--- src/rtl/bram_port_arbiter_if.sv ---
// bram_port_arbiter_if: one requester's command/response channel into the BRAM port arbiter
interface bram_port_arbiter_if #(
  parameter int DATA_W = 18,
  parameter int ADDR_W = 10
);
  logic              valid;
  logic              ready;
  logic              we;
  logic [ADDR_W-1:0] addr;
  logic [DATA_W-1:0] wdata;
  logic              rsp_valid;
  logic [DATA_W-1:0] rsp_rdata;
  modport master (output valid, we, addr, wdata, input ready, rsp_valid, rsp_rdata);
  modport slave (input valid, we, addr, wdata, output ready, rsp_valid, rsp_rdata);
endinterface

--- src/rtl/bram_port_arbiter.sv ---
// bram_port_arbiter: round-robin sharing of one no-change BRAM port between two requesters
module bram_port_arbiter #(
  parameter int DATA_W = 18,
  parameter int ADDR_W = 10,
  parameter int RD_LAT = 2
) (
  input  logic               clka,
  input  logic               rstb,
  bram_port_arbiter_if.slave req0,
  bram_port_arbiter_if.slave req1,
  output logic               ram_en,
  output logic               ram_we,
  output logic [ADDR_W-1:0]  ram_addr,
  output logic [DATA_W-1:0]  ram_din,
  output logic               ram_regce,
  output logic               ram_rst,
  input  logic [DATA_W-1:0]  ram_dout
);
  logic            last1;
  logic            grant0;
  logic            grant1;
  logic            acc;
  logic            sel_we;
  logic [RD_LAT:0] tag_v;
  logic [RD_LAT:0] tag_id;
  // last1 = 1 means requester 1 was served last, so requester 0 wins the next tie
  always_comb begin
    grant0 = ~rstb & req0.valid & (~req1.valid | last1);
    grant1 = ~rstb & req1.valid & (~req0.valid | ~last1);
    acc    = grant0 | grant1;
    sel_we = grant1 ? req1.we : req0.we;
  end
  assign req0.ready = grant0;
  assign req1.ready = grant1;
  always_ff @(posedge clka) begin
    if (rstb) begin
      last1     <= 1'b1;
      ram_en    <= 1'b0;
      ram_we    <= 1'b0;
      ram_addr  <= '0;
      ram_din   <= '0;
      ram_regce <= 1'b0;
      tag_v     <= '0;
      tag_id    <= '0;
    end else begin
      if (acc) last1 <= grant1;
      ram_en    <= acc;
      ram_we    <= acc & sel_we;
      ram_regce <= 1'b1;
      if (acc) ram_addr <= grant1 ? req1.addr : req0.addr;
      if (acc) ram_din <= grant1 ? req1.wdata : req0.wdata;
      tag_v     <= {tag_v[RD_LAT-1:0], acc & ~sel_we};
      tag_id    <= {tag_id[RD_LAT-1:0], grant1};
    end
  end
  // the last tag stage lines up with ram_dout of the matching read
  assign req0.rsp_valid = tag_v[RD_LAT] & ~tag_id[RD_LAT];
  assign req1.rsp_valid = tag_v[RD_LAT] & tag_id[RD_LAT];
  assign req0.rsp_rdata = req0.rsp_valid ? ram_dout : '0;
  assign req1.rsp_rdata = req1.rsp_valid ? ram_dout : '0;
  assign ram_rst        = rstb;
endmodule

--- src/flat_wrapper.sv ---
// flat-port wrapper written by rule: the top's interface ports become plain ports
module bram_port_arbiter_flat 
#(
  parameter int DATA_W = 18,
  parameter int ADDR_W = 10,
  parameter int RD_LAT = 2
)
  (clka, rstb, ram_en, ram_we, ram_addr, ram_din, ram_regce, ram_rst, ram_dout, req0_valid, req0_we, req0_addr, req0_wdata, req0_ready, req0_rsp_valid, req0_rsp_rdata, req1_valid, req1_we, req1_addr, req1_wdata, req1_ready, req1_rsp_valid, req1_rsp_rdata);
  bram_port_arbiter_if #(.DATA_W(DATA_W), .ADDR_W(ADDR_W)) req0_i ();
  bram_port_arbiter_if #(.DATA_W(DATA_W), .ADDR_W(ADDR_W)) req1_i ();
  input  logic clka;
  input  logic rstb;
  output logic ram_en;
  output logic ram_we;
  output logic [ADDR_W-1:0] ram_addr;
  output logic [DATA_W-1:0] ram_din;
  output logic ram_regce;
  output logic ram_rst;
  input  logic [DATA_W-1:0] ram_dout;
  input wire logic [$bits(req0_i.valid)-1:0] req0_valid;
  input wire logic [$bits(req0_i.we)-1:0] req0_we;
  input wire logic [$bits(req0_i.addr)-1:0] req0_addr;
  input wire logic [$bits(req0_i.wdata)-1:0] req0_wdata;
  output wire logic [$bits(req0_i.ready)-1:0] req0_ready;
  output wire logic [$bits(req0_i.rsp_valid)-1:0] req0_rsp_valid;
  output wire logic [$bits(req0_i.rsp_rdata)-1:0] req0_rsp_rdata;
  input wire logic [$bits(req1_i.valid)-1:0] req1_valid;
  input wire logic [$bits(req1_i.we)-1:0] req1_we;
  input wire logic [$bits(req1_i.addr)-1:0] req1_addr;
  input wire logic [$bits(req1_i.wdata)-1:0] req1_wdata;
  output wire logic [$bits(req1_i.ready)-1:0] req1_ready;
  output wire logic [$bits(req1_i.rsp_valid)-1:0] req1_rsp_valid;
  output wire logic [$bits(req1_i.rsp_rdata)-1:0] req1_rsp_rdata;
  assign req0_i.valid = req0_valid;
  assign req0_i.we = req0_we;
  assign req0_i.addr = req0_addr;
  assign req0_i.wdata = req0_wdata;
  assign req0_ready = req0_i.ready;
  assign req0_rsp_valid = req0_i.rsp_valid;
  assign req0_rsp_rdata = req0_i.rsp_rdata;
  assign req1_i.valid = req1_valid;
  assign req1_i.we = req1_we;
  assign req1_i.addr = req1_addr;
  assign req1_i.wdata = req1_wdata;
  assign req1_ready = req1_i.ready;
  assign req1_rsp_valid = req1_i.rsp_valid;
  assign req1_rsp_rdata = req1_i.rsp_rdata;
  bram_port_arbiter #(.DATA_W(DATA_W), .ADDR_W(ADDR_W), .RD_LAT(RD_LAT)) u_core (.clka(clka), .rstb(rstb), .req0(req0_i), .req1(req1_i), .ram_en(ram_en), .ram_we(ram_we), .ram_addr(ram_addr), .ram_din(ram_din), .ram_regce(ram_regce), .ram_rst(ram_rst), .ram_dout(ram_dout));
endmodule
--- config.mk ---
export PLATFORM = sky130hd
export DESIGN_NAME = bram_port_arbiter_flat
export DESIGN_NICKNAME = d
export VERILOG_FILES = /design/src/rtl/bram_port_arbiter_if.sv /design/src/rtl/bram_port_arbiter.sv /design/src/flat_wrapper.sv
export SDC_FILE = /design/constraint.sdc
export NUM_CORES = 1
export LEC_CHECK = 0
export ABC_AREA = 1
export BUFFER_PORTS_ARGS = -buffer_cell sky130_fd_sc_hd__buf_4
export CAP_MARGIN = 10
export CORE_MARGIN = 1
export CORE_UTILIZATION = 45
export CTS_BUF_LIST = sky130_fd_sc_hd__clkbuf_8
export CTS_CLUSTER_SIZE = 24
export DETAILED_ROUTE_END_ITERATION = 10
export PLACE_DENSITY = 0.83
export SETUP_SLACK_MARGIN = 0.4
export SYNTH_ARGS = -nofsm -noshare
export SYNTH_HDL_FRONTEND = slang
export SYNTH_SLANG_ARGS = --single-unit
--- constraint.sdc ---
create_clock -name clka -period 3 [get_ports clka]
set_input_delay 0.15 -clock clka [delete_from_list [all_inputs] [get_ports clka]]
set_output_delay 0.15 -clock clka [all_outputs]
set_load 0.02 [all_outputs]
# == Yosys cells after proc, flatten, opt, wreduce, memory -nomap -nowiden ==
# Index checks and enable logic that the tools add are counted.
# W data, S select, Z words.
# op_classes
bitwise,17
n_mux,6
# ops
cell,n
$mux W18,3
$mux W10,1
$and A1 B1 Y1,8
$not A1 Y1,6
$or A1 B1 Y1,3
$mux W1,2
# totals
in_bits,80
reg_bits,38
output_inout_bits,72

# == Depth between registers and ports, before layout ==
# logic_depth
ltp_word,6
mapped_depth,9
mapped_depth_nobuf,6

# == Worst setup path after synthesis ==
# Ideal clock, no wire load.
# synth_timing
kind,reg-to-output
start,register u_core.tag_v[2]
end,output port req0_rsp_rdata[10]
stages_incl_launch_ff,6
slack_ns,1.388
required_time_ns,2.850
arrival_time_ns,1.462
path_buffers,1
path_cell_list,dfxtp_1 > inv_1 > nor2_1 > clkinv_1 > buf_2 > nor2_1
# synth_via
elab_chain_len,2
# synth_rtl
item,line_no,source
from (decl),bram_port_arbiter.sv:24,logic [RD_LAT:0] tag_v;
from (signal assigned),bram_port_arbiter.sv:52,"tag_v <= {tag_v[RD_LAT-1:0], acc & ~sel_we};"
$and A1 B1 Y1,bram_port_arbiter.sv:57,assign req0.rsp_valid = tag_v[RD_LAT] & ~tag_id[RD_LAT];
via req0_rsp_valid,flat_wrapper.sv:25,output wire logic [$bits(req0_i.rsp_valid)-1:0] req0_rsp_valid;
$mux W18,bram_port_arbiter.sv:59,assign req0.rsp_rdata = req0.rsp_valid ? ram_dout : '0;
to (decl),flat_wrapper.sv:26,output wire logic [$bits(req0_i.rsp_rdata)-1:0] req0_rsp_rdata;
# The timed path passes the listed nets, and every way through them passes these cells.

# == Worst setup path in the final report ==
# layout_timing
start,input port rstb
end,output port req1_ready
# layout_via
elab_chain_len,3
# layout_rtl
item,line_no,source
from (decl),flat_wrapper.sv:12,input logic rstb;
$not A1 Y1,bram_port_arbiter.sv:29,grant1 = ~rstb & req1.valid & (~req0.valid | ~last1);
$and A1 B1 Y1 (2 in a row),bram_port_arbiter.sv:29,
to (decl),flat_wrapper.sv:31,output wire logic [$bits(req1_i.ready)-1:0] req1_ready;
# Every way passes these cells.

==> results.toml <==
[drt]
ant_nets = 0
routed_wl_um = 6332
vias = 2559
wl_per_cell_um = 11.97
drt_first_iter_violations = 107
drt_pass1_iterations = 4
drc = 0
vias_per_cell = 4.837

[clocking]
post_cts_resized = 0
path_clk_slew_ps = 60
clkSinkCount = 38
postCtsHoldBufs = 0
cts_max_path_buffers = 2
numCtsBuffers = 5
postCtsSetupBuffers = 0
cts_root_buffer = "clkbuf_8"
worstSkewPairLatency_ps = 290
cts_tree = "done"
cts.htree.levels = 2

[synthesis]
synth.distinct_cells = 17
synthCells = 343
synth-seq-cells = 38
yosysWarnings = 0
yosys.area.top_type = "dfxtp_1"
synth_area_per_cell_um2 = 6.132
synth_nets = 423
synth_area_leaders = "dfxtp_1 (36%), inv_1 (15%), nand2_1 (11%)"
synth_top_area_share_pct = 36.17
synth_area_mm2 = 0.002103
yosysSeqAreaShare_pct = 36.17

[floorplan]
die_area_mm2 = 0.004951
die_h_um = 70.37
start_util_pct = 47.65
num_io_pins = 152
fp.dieW_um = 70.37
fp-row-count = 24
core_area_mm2 = 0.004414

[timing]
slew_violations = 0
hold_violations = 0
skew_ps = 3.389
fmax_ghz = 0.4928
rsz0062_at_grt = "no"
setup_tns_ps = 0
fin_crit_sh_pct = 67.64
worstMarginPinSlew_ps = 644.2
slew_headroom_pct = 57.00
finalSetupViolCount = 0
fin_crit_ps = 2029

[layout]
diodes = 0
drive_gt1_share_pct = 34.17
area_delta_synth_final_pct = 55.15
finalInstanceArea_mm2 = 0.003263
layout_commonest_cell = "buf_4"
nNetsFinal = 558
layout_common_cells = "buf_4 (153), inv_1 (83), nand2_1 (62)"

[worst_setup_path]
r2r-end = "u_core.ram_din[15]"
critical_path.max_fanout = 35
r2r-start = "u_core.last1"
r2r_slack_ps = 1550
worstPathRequired_ps = 2850
cp.arrival_ps = 1880
endpoint_kind = "primary output"
rr_worst_depth = 6
criticalPathCategory = "in2out"
critPathLaunchType = "primary input"

[pwr]
pwr_density_cell_mw_per_mm2 = 381.7
p_comb_share_pct = 27.9
clock_power_share_pct = 27.1
switching_share_pct = 29.42
p_seq_share_pct = 45.1
p_switching_mw = 0.3665
p_leak_nw = 1.949
vdd_drop_max_v = 0.0002467
power.internal_mw = 0.8791

[placement]
routabilityCongestion = 0.7605
place_area_mm2 = 0.003181
io_buffers = 151
place_hpwl_um = 4545

[min_path]
holdPathEnd = "u_core.tag_v[0]"
hold_class = "in2reg"
whs_path_depth = 4
min_from = "req1_we"

[global_routing]
overflow = 0
antenna_found_initial = 0
grt_max_degree = 36
first_global_vias = 2346
grt_pass1_wl_um = 10230
track_usage_pct = 25.72

[job]
cap_violations = 0

[status]
status = "complete, no violations"
-- registers in the layout, summed over array words and instances (netlist names) --
signal and cells:
u_core.ram_regce 1, u_core.ram_en 1, u_core.tag_id 3, u_core.ram_we 1, u_core.tag_v 3, u_core.ram_din 18
u_core.last1 1, u_core.ram_addr 10
-- kinds of logic after synthesis --
group / Yosys count / share of synthesized area (%)
DFF: 38 / 36.17
buffers and inverters: 111 / 21.83
AOI/OAI and AO/OA: 31 / 7.555
and+or+nand+nor: 163 / 34.44
-- power by group through the flow --
stage / Clock, mW / Sequential (mW) / Combinational, mW
after detailed placement: 0 / 0.572 / 0.346
after global routing: 0.369 / 0.565 / 0.381
after global placement: 0 / 0.571 / 0.341
after CTS: 0.343 / 0.561 / 0.349
final: 0.337 / 0.561 / 0.347
after floorplan: 0 / 0.609 / 0.149
-- Yosys cell counts, drive strengths merged --
cell,number
inv,85
nand2,62
nor2,43
dfxtp,38
nand3,30
a21oi,29
nand4,28
buf,21
clkbuf,4
o21ai,2
clkinv,1
-- metrics by stage --
stage	hold slack (ps)	worst slack, ps	instances	utilization [%]	power, mW
3_3_place_gp	389.5	1007	523	72.05	0.9117
6_report	129.8	970.8	529	73.92	1.246
4_1_cts	122.4	970.8	529	73.92	1.253
3_5_place_dp	398.8	972.5	523	72.05	0.9182
2_1_floorplan	316.4	1388	343	-	0.7582
5_1_grt	143.5	787.1	529	73.92	1.316
-- how the worst max path moves through the flow --
stage               slack (ps)            endpoint       startpoint  cells after the start
floorplan                 1390  req0_rsp_rdata[10]  u_core.tag_v[2]                      5
global placement          1010          req1_ready             rstb                      5
detailed placement         970  u_core.ram_din[15]             rstb                      7
CTS                        970          req1_ready             rstb                      5
global route               790          req1_ready             rstb                      5
finish                     970          req1_ready             rstb                      5
-- area by class of cell --
cell class,count,area (um^2)
sequential,38,760.7
multi-input combinational,194,883.3
inverter,86,322.8
clock buffer,6,82.58
tap,52,65.06
fill,401,1151
timing repair buffer,153,1149
-- layer usage --
metal | routed length, um | GRT usage, % | vias up
li1 | - | - | 1306
met1 | 2391 | 28.33 | 1113
met2 | 3213 | 46.88 | 129
met3 | 630 | 7.359 | 11
met5 | 0 | 0 | -
met4 | 97 | 8.222 | 0
-- worst max-delay path: stages --
cell and delay [ps]:
buf_4 220, inv_2 440, nand3_2 640, inv_1 230, buf_4 170
Power figures use the tool's default switching activity.
